$ cat config.mk
export PLATFORM = sky130hd
export DESIGN_NAME = param_report_tx_flat
export DESIGN_NICKNAME = d
export VERILOG_FILES = /design/src/rtl/param_report_pkg.sv /design/src/rtl/param_report_tx_if.sv /design/src/rtl/bin2bcd_seq.sv /design/src/rtl/param_report_tx.sv /design/src/flat_wrapper.sv
export SDC_FILE = /design/constraint.sdc
export NUM_CORES = 1
export LEC_CHECK = 0
export ABC_AREA = 1
export CAP_MARGIN = 40
export CORE_MARGIN = 2
export CORE_UTILIZATION = 60
export CTS_CLUSTER_DIAMETER = 200
export DETAILED_ROUTE_END_ITERATION = 10
export MAX_ROUTING_LAYER = met4
export PLACE_DENSITY = 0.81
export SLEW_MARGIN = 20
export SYNTH_ARGS = -nofsm -noshare
export SYNTH_HDL_FRONTEND = slang
export SYNTH_HIERARCHICAL = 1
export SYNTH_SLANG_ARGS = --single-unit
$ cat constraint.sdc
create_clock -name clk -period 3.75 [get_ports clk]
set_clock_uncertainty 0.15 [all_clocks]
set_input_delay 0.75 -clock clk [delete_from_list [all_inputs] [get_ports clk]]
set_output_delay 0.75 -clock clk [all_outputs]
set_load 0.005 [all_outputs]
$ cat src/rtl/param_report_pkg.sv
`default_nettype none
// ============================================================================
// Module   : param_report_pkg
// Purpose  : Shared ASCII constants, FSM state type and BCD sizing helper.
// Revision : 1.0
// ============================================================================
package param_report_pkg;

    localparam logic [7:0] ASCII_SP = 8'h20;
    localparam logic [7:0] ASCII_EQ = 8'h3D;
    localparam logic [7:0] ASCII_0  = 8'h30;
    localparam logic [7:0] ASCII_NL = 8'h0A;

    typedef enum logic [2:0] {
        IDLE   = 3'd0,
        CONV   = 3'd1,
        LABEL  = 3'd2,
        SEP    = 3'd3,
        DIGITS = 3'd4,
        NL     = 3'd5
    } report_state_t;

    // Decimal digits needed for a w-bit unsigned value (log10(2) ~ 0.30103).
    function automatic int bcd_digits(input int w);
        return (w * 30103) / 100000 + 1;
    endfunction

endpackage
`default_nettype wire

$ cat src/rtl/param_report_tx_if.sv
`default_nettype none
// ============================================================================
// Module   : param_report_tx_if
// Purpose  : Valid/ready byte stream from the report serialiser to its sink.
// Revision : 1.0
// ============================================================================
interface param_report_tx_if;

    logic [7:0] out_data;
    logic       out_valid;
    logic       out_ready;

    modport master (
        output out_data,
        output out_valid,
        input  out_ready
    );

    modport slave (
        input  out_data,
        input  out_valid,
        output out_ready
    );

endinterface
`default_nettype wire

$ cat src/rtl/bin2bcd_seq.sv
`default_nettype none
// ============================================================================
// Module   : bin2bcd_seq
// Purpose  : Sequential double-dabble, one input bit per cycle, MSB first.
// Revision : 1.0
// ============================================================================
module bin2bcd_seq
    import param_report_pkg::*;
#(
    parameter  int W = 32,
    localparam int D = bcd_digits(W)
) (
    input  wire logic           clk,
    input  wire logic           rst,
    input  wire logic           load,
    input  wire logic [W-1:0]   bin,
    output logic [4*D-1:0]      bcd,
    output logic                ready
);

    localparam int c_CNT_W = $clog2(W + 1);

    logic [W-1:0]       r_shift;
    logic [c_CNT_W-1:0] r_cnt;
    logic [4*D-1:0]     r_bcd;
    logic [4*D-1:0]     w_adj;

    always_comb begin
        w_adj = r_bcd;
        for (int k = 0; k < D; k++) begin
            if (r_bcd[4*k +: 4] >= 4'd5) begin
                w_adj[4*k +: 4] = r_bcd[4*k +: 4] + 4'd3;
            end
        end
    end

    always_ff @(posedge clk or posedge rst) begin
        if (rst) begin
            r_shift <= '0;
            r_bcd   <= '0;
            r_cnt   <= '0;
        end else if (load) begin
            r_shift <= bin;
            r_bcd   <= '0;
            r_cnt   <= c_CNT_W'(W);
        end else if (r_cnt != '0) begin
            r_bcd   <= {w_adj[4*D-2:0], r_shift[W-1]};
            r_shift <= r_shift << 1;
            r_cnt   <= r_cnt - 1'b1;
        end
    end

    assign bcd   = r_bcd;
    // High during the final shift cycle; bcd is complete from the next cycle.
    assign ready = (r_cnt == c_CNT_W'(1));

endmodule
`default_nettype wire

$ cat src/rtl/param_report_tx.sv
`default_nettype none
// ============================================================================
// Module   : param_report_tx
// Purpose  : Serialises "<STR> = <decimal>\n" for a latched W-bit value.
// Revision : 1.0
// ============================================================================
module param_report_tx
    import param_report_pkg::*;
#(
    parameter int                                   STR_LEN = 1,
    parameter logic [8*((STR_LEN > 0) ? STR_LEN : 1)-1:0] STR = "t",
    parameter int                                   W       = 32
) (
    input  wire logic          clk,
    input  wire logic          rst,
    input  wire logic          start,
    input  wire logic [W-1:0]  value,
    output logic               busy,
    output logic               done,
    param_report_tx_if.master  tx
);

    localparam int c_SL    = (STR_LEN > 0) ? STR_LEN : 1;
    localparam int c_D     = bcd_digits(W);
    localparam int c_DIG_W = $clog2(c_D + 1);
    localparam int c_IDX_W = $clog2(((c_SL > 3) ? c_SL : 3) + 1);
    localparam logic [c_IDX_W-1:0] c_LABEL_LAST = c_IDX_W'(c_SL - 1);

    report_state_t      r_state;
    logic               r_busy;
    logic               r_done;
    logic               r_valid;
    logic [7:0]         r_data;
    logic [c_IDX_W-1:0] r_idx;
    logic [c_DIG_W-1:0] r_dig;

    logic [4*c_D-1:0]   w_bcd;
    logic               w_conv_last;
    logic               w_load;
    logic               w_xfer;
    logic [c_DIG_W-1:0] w_first;

    assign w_load = (r_state == IDLE) && start;
    assign w_xfer = r_valid && tx.out_ready;

    bin2bcd_seq #(
        .W (W)
    ) u_bin2bcd (
        .clk   (clk),
        .rst   (rst),
        .load  (w_load),
        .bin   (value),
        .bcd   (w_bcd),
        .ready (w_conv_last)
    );

    // Most significant non-zero nibble; an all-zero value still yields digit 0.
    always_comb begin
        w_first = '0;
        for (int k = 0; k < c_D; k++) begin
            if (w_bcd[4*k +: 4] != 4'd0) begin
                w_first = c_DIG_W'(k);
            end
        end
    end

    function automatic logic [7:0] label_byte(input logic [c_IDX_W-1:0] i);
        return 8'(STR >> (8 * (c_SL - 1 - int'(i))));
    endfunction

    function automatic logic [7:0] digit_char(input logic [c_DIG_W-1:0] k);
        return ASCII_0 + {4'h0, 4'(w_bcd >> (4 * int'(k)))};
    endfunction

    // Each state preloads the next byte on a transfer, so the stream has no bubbles.
    always_ff @(posedge clk or posedge rst) begin
        if (rst) begin
            r_state <= IDLE;
            r_busy  <= 1'b0;
            r_done  <= 1'b0;
            r_valid <= 1'b0;
            r_data  <= 8'h00;
            r_idx   <= '0;
            r_dig   <= '0;
        end else begin
            r_done <= 1'b0;
            case (r_state)
                IDLE: begin
                    if (start) begin
                        r_state <= CONV;
                        r_busy  <= 1'b1;
                    end
                end
                CONV: begin
                    if (w_conv_last) begin
                        r_valid <= 1'b1;
                        r_idx   <= '0;
                        if (STR_LEN == 0) begin
                            r_state <= SEP;
                            r_data  <= ASCII_SP;
                        end else begin
                            r_state <= LABEL;
                            r_data  <= label_byte('0);
                        end
                    end
                end
                LABEL: begin
                    if (w_xfer) begin
                        if (r_idx == c_LABEL_LAST) begin
                            r_state <= SEP;
                            r_data  <= ASCII_SP;
                            r_idx   <= '0;
                        end else begin
                            r_data  <= label_byte(r_idx + 1'b1);
                            r_idx   <= r_idx + 1'b1;
                        end
                    end
                end
                SEP: begin
                    if (w_xfer) begin
                        if (r_idx == c_IDX_W'(0)) begin
                            r_data <= ASCII_EQ;
                            r_idx  <= r_idx + 1'b1;
                        end else if (r_idx == c_IDX_W'(1)) begin
                            r_data <= ASCII_SP;
                            r_idx  <= r_idx + 1'b1;
                        end else begin
                            r_state <= DIGITS;
                            r_data  <= digit_char(w_first);
                            r_dig   <= w_first;
                        end
                    end
                end
                DIGITS: begin
                    if (w_xfer) begin
                        if (r_dig == '0) begin
                            r_state <= NL;
                            r_data  <= ASCII_NL;
                        end else begin
                            r_data  <= digit_char(r_dig - 1'b1);
                            r_dig   <= r_dig - 1'b1;
                        end
                    end
                end
                NL: begin
                    if (w_xfer) begin
                        r_state <= IDLE;
                        r_valid <= 1'b0;
                        r_data  <= 8'h00;
                        r_busy  <= 1'b0;
                        r_done  <= 1'b1;
                    end
                end
                default: begin
                    r_state <= IDLE;
                    r_valid <= 1'b0;
                    r_busy  <= 1'b0;
                end
            endcase
        end
    end

    assign busy         = r_busy;
    assign done         = r_done;
    assign tx.out_data  = r_data;
    assign tx.out_valid = r_valid;

endmodule
`default_nettype wire
$ cat src/flat_wrapper.sv
// flat-port wrapper written by rule: the top's interface ports become plain ports
module param_report_tx_flat import param_report_pkg::*;
#(
    parameter int                                   STR_LEN = 1,
    parameter logic [8*((STR_LEN > 0) ? STR_LEN : 1)-1:0] STR = " ",
    parameter int                                   W       = 32
)
  (clk, rst, start, value, busy, done, tx_out_data, tx_out_valid, tx_out_ready);
  param_report_tx_if tx_i ();
  input  wire logic clk;
  input  wire logic rst;
  input  wire logic start;
  input  wire logic [W-1:0] value;
  output logic busy;
  output logic done;
  output wire logic [$bits(tx_i.out_data)-1:0] tx_out_data;
  output wire logic [$bits(tx_i.out_valid)-1:0] tx_out_valid;
  input wire logic [$bits(tx_i.out_ready)-1:0] tx_out_ready;
  assign tx_out_data = tx_i.out_data;
  assign tx_out_valid = tx_i.out_valid;
  assign tx_i.out_ready = tx_out_ready;
  param_report_tx #(.STR_LEN(STR_LEN), .STR(STR), .W(W)) u_core (.clk(clk), .rst(rst), .start(start), .value(value), .busy(busy), .done(done), .tx(tx_i));
endmodule
* Yosys cells after proc, flatten, opt, wreduce, memory -nomap -nowiden *
Index checks and enable logic that the tools add are counted.

storage, ports and cells
  bits in registers = 98
  logic and storage cells = 153

cells by class
  $lt $le $gt $ge = 10
  add/subtract/negate cells = 16
  bitwise gates (word level) = 2
  shift-type cells = 3
  reduce and logical (&&, ||, !) cells = 27
  eq/ne operators = 19
  muxes and demuxes = 66

operator list
  kind                                                                                  count
  40-bit two-way mux                                                                    2
  40-bit by 6-bit >> shifter with 4-bit output                                          2
  8-bit two-way mux                                                                     9
  32-bit two-way mux                                                                    2
  4-bit two-way mux                                                                     16
  3-bit two-way mux                                                                     15
  4-bit by 3-bit greater-or-equal comparator with 1-bit output (second input constant)  10
  8-bit one-hot mux with 5 select lines                                                 1
  4-bit by 2-bit adder with 4-bit output (second input constant)                        9
  4-bit nonzero test                                                                    9
  6-bit by 32-bit >> shifter with 8-bit output (first input constant)                   1
  3-bit one-hot mux with 6 select lines                                                 1
  2-bit two-way mux                                                                     8
  6-bit by 4-bit adder with 7-bit output (first input constant)                         2
  6-bit two-way mux                                                                     2
  2-bit by 1-bit != test with 1-bit output (second input constant)                      6
  6-bit AND reduction                                                                   2
  2-bit != test (second input constant)                                                 5
  10-bit AND reduction                                                                  1
  4-bit one-hot mux with 2 select lines                                                 1
  4-bit OR reduction                                                                    2
  3-bit by 2-bit equality test with 1-bit output (second input constant)                2
  3-bit equality test (second input constant)                                           2
  6-bit by 1-bit equality test with 1-bit output (second input constant)                1
  other kinds (22)                                                                      32

* Logic depth before layout (Yosys ltp) *
Gate-level depths: netlist of the first run.

  depth in word-level cells = 16
  gate-level depth with buffers = 22

* Modules after synthesis *
Netlist of the first run, hierarchy kept.

modules (own cells, without submodules)
  module           area an instance (um^2)  seq. area each (um^2)  instances  cells an instance
  bin2bcd_seq      4479.3                   1951.9                 1          601
  param_report_tx  2113.3                   450.4                  1          339

* Worst setup path before layout of the first run *
Ideal clock, no wire load.

  path type = register to register
  from = register u_core.r_dig[0]
  to = register u_core.r_data[3] (netlist: u_core/tx.out_data[3])
  arrival time = 1944 ps
  cell stages (with the launch flop) = 14
  path buffers = 2
  slack = 1591 ps
  setup time = 65 ps
  cells stage by stage = dfrtp_1 > inv_1 > clkbuf_1 > ha_1 > clkbuf_1 > a21oi_1 > o21ai_0 > o211ai_1 > o211ai_1 > o311ai_0 > nand2_1 > nand2_1 > nand2_1 > nand2_1

on the way
  cells in the longest elaborated chain, start to end = 6
  elaborated cells on any way between the ends = 7
  classes of those cells = add/sub: 2; shift: 1; mux: 3; reduce/logical: 1

ends and longest elaborated chain
  item                                          line                    RTL
  start, declared                               param_report_tx.sv:35   logic [c_DIG_W-1:0] r_dig;
  start signal, assigned                        param_report_tx.sv:130  r_dig <= w_first;
  start signal, assigned                        param_report_tx.sv:141  r_dig <= r_dig - 1'b1;
  4-bit by 1-bit subtractor with 4-bit output   param_report_tx.sv:140  r_data <= digit_char(r_dig - 1'b1);
  40-bit by 6-bit >> shifter with 4-bit output  param_report_tx.sv:72   return ASCII_0 + {4'h0, 4'(w_bcd >> (4 * int'(k)))};
  6-bit by 4-bit adder with 7-bit output        param_report_tx.sv:72
  8-bit two-way mux (*)                         param_report_tx.sv:136  if (r_dig == '0) begin
  8-bit two-way mux (*)                         param_report_tx.sv:135  if (w_xfer) begin
  8-bit one-hot mux with 5 select lines (*)     param_report_tx.sv:87   case (r_state)
  end signal, assigned                          param_report_tx.sv:103  r_data <= label_byte('0);
  end signal, assigned                          param_report_tx.sv:129  r_data <= digit_char(w_first);
  end signal, assigned                          param_report_tx.sv:140
  end, declared                                 param_report_tx.sv:33   logic [7:0] r_data;

Mark *: on every way between the ends. The rest lies on a longest branch, timed or not. The select of a mux whose other input is x is not followed.
A chain may end at the register's enable or synchronous reset.

* Worst setup path in the final report of the first run *
  from = register u_core.r_dig[0]
  to = register u_core.r_data[0] (netlist: u_core/tx.out_data[0])

The elaborated chain is that of the path after synthesis.

==> flow_summary.json, run 1 <==
{
  "final_nets": 1035,
  "max_freq_ghz": 0.380,
  "hold-path-endpoint": "u_core/tx.out_data[3]",
  "rsz0062_at_grt": "no",
  "path_max_fanout": 15,
  "power_density_nw_per_um2": 254,
  "initial_core_util_pct": 61.1,
  "reg2reg_depth": 10,
  "synthTopCellsByCount": "288 x nand2_1, 127 x inv_1, 101 x o21ai_0",
  "wl_um": 14300,
  "start_kind": "flip-flop",
  "antenna_found_initial": 0,
  "io_pins": 47,
  "clock_power_share_pct": 41.1,
  "grtUsageTotal_pct": 26.2,
  "final_core_util_pct": 67.6,
  "setup-violations-final": 0,
  "synthCells": 940,
  "grt_max_degree": 64,
  "cpPeakStageDelay_ns": 0.52,
  "swShare_pct": 21.0,
  "max-cap-violations": 0,
  "cts_hold_buf": 0,
  "htreeDepth": 3,
  "path_common_cell": "nand2_1",
  "grt_pass1_vias": 5318,
  "cp.required_ns": 3.91,
  "yosys_warnings": 6,
  "die_h_um": 109,
  "ys_seq_area_share_pct": 36.4,
  "totalNegativeSetupSlack_ns": 0,
  "die_w_um": 109,
  "fp.dieArea_sq_um": 11800,
  "ys_ff_latch": 96,
  "cts_resized": 0,
  "synth_cell_type_count": 47,
  "syn_avg_cell_area_sq_um": 7.01,
  "cts_sinks": 96,
  "critPathArrivalTime_ns": 2.79,
  "cts_buffer_depth": 2,
  "rr_startpoint": "u_core/r_dig[0]",
  "first_pass_iters": 8,
  "vdd_ir_drop_max_mv": 0.154,
  "post-route-period-util_pct": 70.2,
  "regToRegSetupSlack_ns": 1.12,
  "drive_above_1_share_pct": 6.24,
  "p_leak_nw": 3.47,
  "synthArstFlopShare_pct": 100,
  "path_clk_slew_ns": 0.09,
  "seqPwrFrac_pct": 55.7,
  "crit_chain": "inv_1 -> ha_1 -> inv_1 -> nand2_1 -> a21oi_1 -> o311ai_0 -> nand3_1 -> nand2_1 -> nand2_1 -> nand2_1",
  "tightest_slew_ns": 0.665,
  "drcViolationCount": 0,
  "synthFlopType": "dfrtp_1",
  "design_area_sq_um": 7300,
  "end_kind": "flip-flop",
  "report.final.slew_viol_count": 0,
  "min_period_ns": 2.63,
  "viasPerCell": 5.38,
  "hpwl_um": 10200,
  "syn2layout_area_growth_pct": 10.7,
  "outcome": "finished clean",
  "grt_pass1_wl_um": 24200,
  "rows": 38,
  "drt_iter0_drc": 409,
  "netlist.area_leader.share_pct": 36.4,
  "hp-start": "u_core/tx.out_data[3]",
  "ant_nets": 0,
  "crit_family": "compound AO/OA/AOI/OAI gates",
  "clk_latency_ns": 0.37,
  "wl_per_cell_um": 12.8,
  "path_class": "flip-flop to flip-flop",
  "cts_tree": "yes",
  "cts_root_buf": "clkbuf_8",
  "netlist_area_sq_um": 6590,
  "hold_depth": 2,
  "intPower_w": 0.00147,
  "synth_edf_count": 0,
  "fin_hold_ws_ns": 0.335,
  "synth.area.top_cells": "dfrtp_1 36%, nand2_1 16%, o21ai_0 7.7%",
  "relSlewSlack_pct": 55.3,
  "synth.most_common_cell": "nand2_1",
  "post-cts-setup-buffers": 0,
  "finalHoldViolCount": 0,
  "cp_slowest_cell": "ha_1",
  "portBuffers": 44,
  "dpl-instance-area_sq_um": 7070,
  "grt_remaining_overflow": 0,
  "p_sw_w": 0.000390,
  "vias": 6013,
  "power_frac_comb_pct": 3.2,
  "holdCritPathClass": "flip-flop to flip-flop",
  "finalWeightedCongestion": 0.950,
  "p_total_w": 0.00186,
  "rr_endpoint": "u_core/tx.out_data[0]",
  "diodes": 0,
  "coreArea_sq_um": 10800,
  "cp_num_buf_inv": 2,
  "numCtsBuffers": 9,
  "yosys.area.top_type": "dfrtp_1"
}
area by class of cell:
| cell class | count | area [sq um] |
|---|---|---|
| Fill cell | 905 | 3500 |
| Multi-Input combinational cell | 679 | 3480 |
| Sequential cell | 96 | 2400 |
| Timing Repair Buffer | 52 | 513 |
| Inverter | 134 | 508 |
| Tap cell | 140 | 175 |
| Clock buffer | 12 | 145 |
| Clock inverter | 4 | 76.3 |
layout by cell type, fill, tap and decap left out, types with 2 or more instances in the layout:
master,synthesis,routed
clkinv_2,1,2
nand2_2,4,4
nand2_4,4,4
nand2_1,288,288
a21oi_1,29,29
dfrtp_1,96,96
o311ai_0,3,3
o22ai_1,4,4
nor3_1,8,8
nor2_1,64,64
o21ai_0,101,101
nor3_2,2,2
conb_1,1,2
nor4_4,4,4
clkbuf_8,0,10
inv_2,5,5
clkdlybuf4s50_1,0,44
nand3_1,72,72
clkbuf_1,12,2
buf_4,4,7
o21ai_1,17,17
nand3b_1,2,2
ha_1,27,27
o211ai_1,6,6
xnor2_1,2,2
inv_1,127,125
xor2_1,2,2
nor2_2,2,2
bufinv_16,0,2
a211oi_1,2,2
o22ai_2,9,9
nand4_1,10,10
metal layers:
layer / vias to the layer above / wire (um) / global-route usage, %
met4: 0 / 242 / 9.71
met1: 2719 / 6650 / 34.6
met2: 175 / 6650 / 41.5
li1: 3094 / - / -
met3: 25 / 700 / 3.65
met5: - / 0 / -
worst max-delay path by stage:
| stage | start | end | slack (ns) | cells past startpoint |
|---|---|---|---|---|
| finish | u_core/r_dig[0] | u_core/tx.out_data[0] | 1.12 | 10 |
| global route | u_core/r_dig[0] | u_core/tx.out_data[2] | 0.95 | 10 |
| CTS | u_core/r_dig[0] | u_core/tx.out_data[0] | 1.18 | 10 |
| detailed placement | start | u_core/u_bin2bcd/bcd[26] | 1.01 | 9 |
| global placement | start | u_core/u_bin2bcd/bcd[24] | 1.05 | 9 |
| floorplan | rst | u_core/u_bin2bcd/bcd[0] | 0.85 | 1 |
power by group through the flow:
stage / clock network [W] / registers [W] / logic, W
final: 0.000762 / 0.00103 / 0.0000593
after CTS: 0.000780 / 0.00103 / 0.0000617
after global routing: 0.000830 / 0.00103 / 0.0000676
after detailed placement: 0 / 0.00105 / 0.0000616
after global placement: 0 / 0.00105 / 0.0000612
after floorplan: 0 / 0.00105 / 0.0000171
flip-flops by register name (all words and copies together) (netlist names):
signal	flops
u_core/u_bin2bcd/bcd	40
u_core/tx.out_valid	1
u_core/r_dig	4
u_core/r_idx	2
u_core/tx.out_data	6
u_core/r_state	3
u_core/u_bin2bcd/r_cnt	6
u_core/u_bin2bcd/r_shift	32
u_core/done	1
u_core/busy	1
stage by stage:
step | worst slack (ns) | std cells
after global routing | 0.949 | 1117
after floorplan | 0.855 | 941
after global placement | 1.05 | 1101
after detailed placement | 1.01 | 1101
after CTS | 1.18 | 1117
final | 1.12 | 1117
worst reg2reg max path, stage by stage, from the launching register on:
cell	delay, ns
dfrtp_1	0.39
inv_1	0.30
ha_1	0.52
inv_1	0.18
nand2_1	0.10
a21oi_1	0.04
o311ai_0	0.51
nand3_1	0.15
nand2_1	0.11
nand2_1	0.05
nand2_1	0.08
kinds of logic (layout without fill, tap and decap cells):
group / Yosys count / after routing / share of synthesized area (%)
and+or+nand+nor: 465 / 465 / 30.9
AOI/OAI and AO/OA: 180 / 180 / 15.9
buffers and inverters: 166 / 202 / 10.9
DFF: 96 / 96 / 36.4
adders and majority gates: 27 / 27 / 5.12
xor gates and xnor gates: 4 / 4 / 0.532
other: 1 / 2 / 0.0569
muxes: 1 / 1 / 0.152
Note: power is estimated with default switching activity, not from simulation.
==> run 2, diff against run 1 <==
==> constraint.sdc (replaced) <==
create_clock -name clk -period 2.55 [get_ports clk]
set_clock_uncertainty 0.15 [all_clocks]
set_input_delay 0.51 -clock clk [delete_from_list [all_inputs] [get_ports clk]]
set_output_delay 0.51 -clock clk [all_outputs]
set_load 0.005 [all_outputs]
==> run 2 against run 1 <==
Against the previous run:
- utilization increased by 2.6 points
- global-route usage up 2.9 points
- non-clock buffer count grew 29
- via count up 3.6%
- register-to-register slack worse by 0.94 ns
- cell area increased by 3.9%
- sequential cell count is the same
- clock power increased by 55%
- count of clock-buffer cells in the layout decreased by 1
- setup slack got worse by 0.94 ns
- first-iteration DRC count grew 15%
- hold slack better by 0.013 ns
- critical endpoint is now u_core/tx.out_data[2]
- largest cell class unchanged
- highest routed layer unchanged
==> flow_summary.json, run 2 (synthesized netlist as in run 1, its figures left out) <==
{
  "tightest_slew_ns": 0.669,
  "cts_root_buf": "clkbuf_8",
  "cts_sinks": 96,
  "crit_family": "simple AND/OR/NAND/NOR gates",
  "fp.dieArea_sq_um": 11800,
  "wl_per_cell_um": 13.6,
  "totalNegativeSetupSlack_ns": 0,
  "hpwl_um": 11600,
  "initial_core_util_pct": 61.1,
  "rsz0062_at_grt": "no",
  "start_kind": "flip-flop",
  "numCtsBuffers": 9,
  "post-route-period-util_pct": 93.1,
  "vdd_ir_drop_max_mv": 0.316,
  "cpPeakStageDelay_ns": 0.59,
  "die_w_um": 109,
  "design_area_sq_um": 7580,
  "hp-start": "u_core/tx.out_data[0]",
  "antenna_found_initial": 0,
  "first_pass_iters": 5,
  "viasPerCell": 5.44,
  "final_cell_mix": "288 x nand2_1, 125 x inv_1, 101 x o21ai_0",
  "cp.required_ns": 2.68,
  "cp_slowest_cell": "nor4_4",
  "wl_um": 15600,
  "clk_latency_ns": 0.38,
  "hold_depth": 2,
  "diodes": 0,
  "coreArea_sq_um": 10800,
  "regToRegSetupSlack_ns": 0.18,
  "hold-path-endpoint": "u_core/tx.out_data[0]",
  "path_max_fanout": 7,
  "grt_pass1_wl_um": 26600,
  "rows": 38,
  "path_clk_slew_ns": 0.10,
  "cts_hold_buf": 0,
  "cts_buffer_depth": 2,
  "finalWeightedCongestion": 1.01,
  "setup-violations-final": 0,
  "relSlewSlack_pct": 55.3,
  "p_leak_nw": 3.64,
  "final_nets": 1064,
  "grt_max_degree": 58,
  "end_kind": "flip-flop",
  "drt_iter0_drc": 471,
  "report.final.slew_viol_count": 0,
  "drcViolationCount": 0,
  "max-cap-violations": 0,
  "cts_tree": "yes",
  "vias": 6229,
  "largest_reg_flops": 40,
  "path_class": "flip-flop to flip-flop",
  "rr_endpoint": "u_core/tx.out_data[2]",
  "reg2reg_depth": 10,
  "finalHoldViolCount": 0,
  "die_h_um": 109,
  "path_common_cell": "nand2_1",
  "holdCritPathClass": "flip-flop to flip-flop",
  "max_freq_ghz": 0.421,
  "dpl-instance-area_sq_um": 7330,
  "min_period_ns": 2.37,
  "rr_startpoint": "u_core/u_bin2bcd/bcd[36]",
  "grtUsageTotal_pct": 29.2,
  "power_density_nw_per_um2": 368,
  "outcome": "finished clean",
  "grt_pass1_vias": 5851,
  "critPathArrivalTime_ns": 2.51,
  "io_pins": 47,
  "drive_above_1_share_pct": 9.15,
  "final_core_util_pct": 70.2,
  "syn2layout_area_growth_pct": 15.0,
  "portBuffers": 44,
  "crit_chain": "nor4_4 -> nand2_4 -> nor3_2 -> nand3_1 -> nand3_1 -> nand2_1 -> nand2_1 -> nand2_1 -> nand2_1 -> nand2_1",
  "final_common_cell": "nand2_1",
  "grt_remaining_overflow": 0,
  "cp_num_buf_inv": 0,
  "htreeDepth": 3,
  "ant_nets": 0
}
-- run 2: cell types whose count changed in the layout (fill, tap and decap cells not counted), sizes merged --
cell,delta
clkinv,+1
buf,+29
clkbuf,-1
-- run 2: repair_timing --
| item | CTS | global route |
|---|---|---|
| endpoints found under the setup margin | 0 | 4 |
| gates resized for setup | 0 | 1 |
| buffers inserted | 0 | 0 |
-- run 2: area by class of cell --
cell class	instances	area (sq um)
fillers	918	3210
clock buffers	11	151
multi-input cells	679	3480
flip-flops and latches	96	2400
well taps	140	175
inverters	134	510
clock inverters	5	86.3
repair buffers	81	768
-- run 2: power by group --
part / total [W] / internal, W / leakage (nW) / switching, W
Clock: 0.00118 / 0.000613 / 0.120 / 0.000565
Combinational: 0.0000914 / 0.0000528 / 2.30 / 0.0000386
Sequential: 0.00152 / 0.00152 / 1.22 / 0
Total: 0.00279 / 0.00219 / 3.64 / 0.000604
-- run 2: metrics by stage --
step	worst slack [ns]	cells	hold slack, ns	total power, W
4_1_cts	0.200	1146	0.353	0.00281
2_1_floorplan	0.391	941	0.299	0.00158
5_1_grt	0.00563	1146	0.376	0.00289
6_report	0.176	1146	0.348	0.00279
3_5_place_dp	0.185	1130	0.327	0.00165
3_3_place_gp	0.230	1130	0.318	0.00165
-- run 2: worst max path at each step --
stage / slack, ns / cells after the start / to / start
5_1_grt: 0.006 / 17 / u_core/tx.out_data[3] / u_core/u_bin2bcd/bcd[14]
6_report: 0.18 / 10 / u_core/tx.out_data[2] / u_core/u_bin2bcd/bcd[36]
3_3_place_gp: 0.23 / 9 / u_core/u_bin2bcd/bcd[10] / start
3_5_place_dp: 0.19 / 9 / u_core/u_bin2bcd/bcd[10] / start
4_1_cts: 0.20 / 18 / u_core/tx.out_data[3] / u_core/u_bin2bcd/bcd[9]
2_1_floorplan: 0.39 / 13 / u_core/tx.out_data[3] / u_core/r_dig[0]
-- run 2: per-layer routing --
layer	track usage [%]	share of wire, %
met3	4.84	5.8
met1	37.3	45
met5	-	0
met2	47.3	47
met4	9.89	2.5
-- run 2: worst reg2reg max path: stages, from the launching register on --
cell and delay [ns]:
dfrtp_1 0.50, nor4_4 0.59, nand2_4 0.15, nor3_2 0.36
nand3_1 0.16, nand3_1 0.12, nand2_1 0.06, nand2_1 0.06
nand2_1 0.05, nand2_1 0.06, nand2_1 0.05
==> run 3, diff against run 2 <==
--- a/config.mk
+++ b/config.mk
@@ -11,6 +11,7 @@
 export CORE_UTILIZATION = 60
 export CTS_CLUSTER_DIAMETER = 200
 export DETAILED_ROUTE_END_ITERATION = 10
+export GPL_TIMING_DRIVEN = 0
 export MAX_ROUTING_LAYER = met4
 export PLACE_DENSITY = 0.81
 export SLEW_MARGIN = 20
==> run 3 against run 2 <==
Against the previous run:
- cell count is 0.17% higher
- critical path depth is 4 higher
- global-route usage is 0.46 points lower
- highest routed layer unchanged
- non-clock buffer count is 3 higher
- clock power is 16% lower
- total power is 6.7% lower
- combinational power is 2.7% higher
- sequential cell count stayed put
- via count hardly changed
- die area stayed put
- sequential power hardly changed
==> flow_summary.json, run 3 (synthesized netlist as in run 1, its figures left out) <==
{
  "outcome": "finished clean",
  "report.final.slew_viol_count": 0,
  "die_w_um": 109,
  "setup-violations-final": 0,
  "grt_pass1_vias": 5527,
  "totalNegativeSetupSlack_ns": 0,
  "rows": 38,
  "cp.required_ns": 2.68,
  "cts_sinks": 96,
  "viasPerCell": 5.43,
  "final_cell_mix": "288 x nand2_1, 123 x inv_1, 101 x o21ai_0",
  "grtUsageTotal_pct": 28.7,
  "relSlewSlack_pct": 52.2,
  "finalHoldViolCount": 0,
  "grt_pass1_wl_um": 26000,
  "drt_iter0_drc": 439,
  "rr_startpoint": "u_core/u_bin2bcd/bcd[37]",
  "dp_cells": 1127,
  "path_class": "flip-flop to flip-flop",
  "syn2layout_area_growth_pct": 14.4,
  "end_kind": "flip-flop",
  "numCtsBuffers": 9,
  "final_nets": 1067,
  "path_max_fanout": 9,
  "path_clk_slew_ns": 0.09,
  "p_total_w": 0.00260,
  "vdd_ir_drop_max_mv": 0.341,
  "coreArea_sq_um": 10800,
  "io_pins": 47,
  "cts_hold_buf": 0,
  "wl_per_cell_um": 13.5,
  "vias": 6234,
  "p_leak_nw": 3.58,
  "fp.dieArea_sq_um": 11800,
  "power_density_nw_per_um2": 345,
  "grt_max_degree": 34,
  "hpwl_um": 11500,
  "cts_buffer_depth": 2,
  "post-route-period-util_pct": 96.4,
  "final_cells": 1148,
  "max_freq_ghz": 0.407,
  "clk_latency_ns": 0.38,
  "drive_above_1_share_pct": 9.52,
  "finalWeightedCongestion": 0.993,
  "holdCritPathClass": "primary input to async pin",
  "regToRegSetupSlack_ns": 0.09,
  "cts_root_buf": "clkbuf_8",
  "htreeDepth": 3,
  "drcViolationCount": 0,
  "diodes": 0,
  "max-cap-violations": 0,
  "critPathArrivalTime_ns": 2.59,
  "ant_nets": 0,
  "final_common_cell": "nand2_1",
  "first_pass_iters": 5,
  "initial_core_util_pct": 61.1,
  "grt_remaining_overflow": 0,
  "start_kind": "flip-flop",
  "tightest_slew_ns": 0.711,
  "reg2reg_depth": 14,
  "rr_endpoint": "u_core/tx.out_data[0]",
  "cts_tree": "yes",
  "antenna_found_initial": 0,
  "largest_reg_flops": 40,
  "min_period_ns": 2.46,
  "die_h_um": 109,
  "portBuffers": 44,
  "wl_um": 15600
}
run 3: changes by cell type in the layout (fill, tap and decap cells not counted), moves of 6 or more:
cell,before,now
dfrtp_2,0,6
buf_2,0,7
buf_4,33,11
clkbuf_1,0,10
buf_6,0,9
dfrtp_1,96,90
run 3: report_power, final:
part           switching [W]  internal [W]
Sequential                 0       0.00152
Combinational      0.0000392     0.0000547
Clock               0.000535      0.000455
run 3: final cells by class:
| cell class | count | area, sq um |
|---|---|---|
| buffer | 31 | 209 |
| inverter | 134 | 514 |
| tap | 140 | 175 |
| fill | 940 | 3250 |
| timing repair buffer | 53 | 533 |
| sequential | 96 | 2410 |
| clock buffer | 13 | 179 |
| clock inverter | 2 | 12.5 |
| multi-input combinational | 679 | 3510 |
run 3: routing by layer:
layer | GRT usage [%] | routed length [um] | up-vias
met5 | - | 0 | -
met4 | 11.4 | 364 | 0
met3 | 4.72 | 1050 | 28
met2 | 43.2 | 6920 | 219
met1 | 38.9 | 7220 | 2826
li1 | - | - | 3161
run 3: worst max-delay path by stage:
stage          slack [ns]                     to  cells past startpoint                     start
2_1_floorplan        0.39  u_core/tx.out_data[3]                     13           u_core/r_dig[0]
3_3_place_gp        -0.16  u_core/tx.out_data[0]                     11           u_core/r_dig[0]
3_5_place_dp        -0.14  u_core/tx.out_data[3]                     12           u_core/r_dig[0]
4_1_cts              0.07  u_core/tx.out_data[3]                     10           u_core/r_dig[0]
5_1_grt             -0.02  u_core/tx.out_data[2]                     19  u_core/u_bin2bcd/bcd[16]
6_report             0.09  u_core/tx.out_data[0]                     14  u_core/u_bin2bcd/bcd[37]
run 3: timing repair:
item,in CTS,in global routing
endpoints found under the setup margin,4,24
gates resized for setup,1,16
gates cloned,0,0
hold endpoints to repair,0,0
setup buffers,0,7
pin swaps,0,1
run 3: critical path: stages (launching register included):
cell      delay, ns
dfrtp_1        0.48
nor4_4         0.68
nand2_4        0.15
clkinv_2       0.13
nand2_4        0.09
inv_4          0.10
nand3_1        0.08
nand2_1        0.06
nand2_1        0.07
nand3_1        0.11
nand2_1        0.06
nand2_1        0.06
nand2_1        0.06
nand2_1        0.06
nand2_1        0.04
run 3: metrics by stage:
step / hold slack (ns) / setup slack (ns) / instance area (sq um) / util (%)
3_5_place_dp: 0.324 / -0.140 / 7260 / 67.2
4_1_cts: 0.334 / 0.0738 / 7440 / 69.0
3_3_place_gp: 0.315 / -0.164 / 7220 / 66.9
6_report: 0.335 / 0.0922 / 7540 / 69.9
5_1_grt: 0.359 / -0.0239 / 7540 / 69.9
2_1_floorplan: 0.299 / 0.391 / 6600 / -
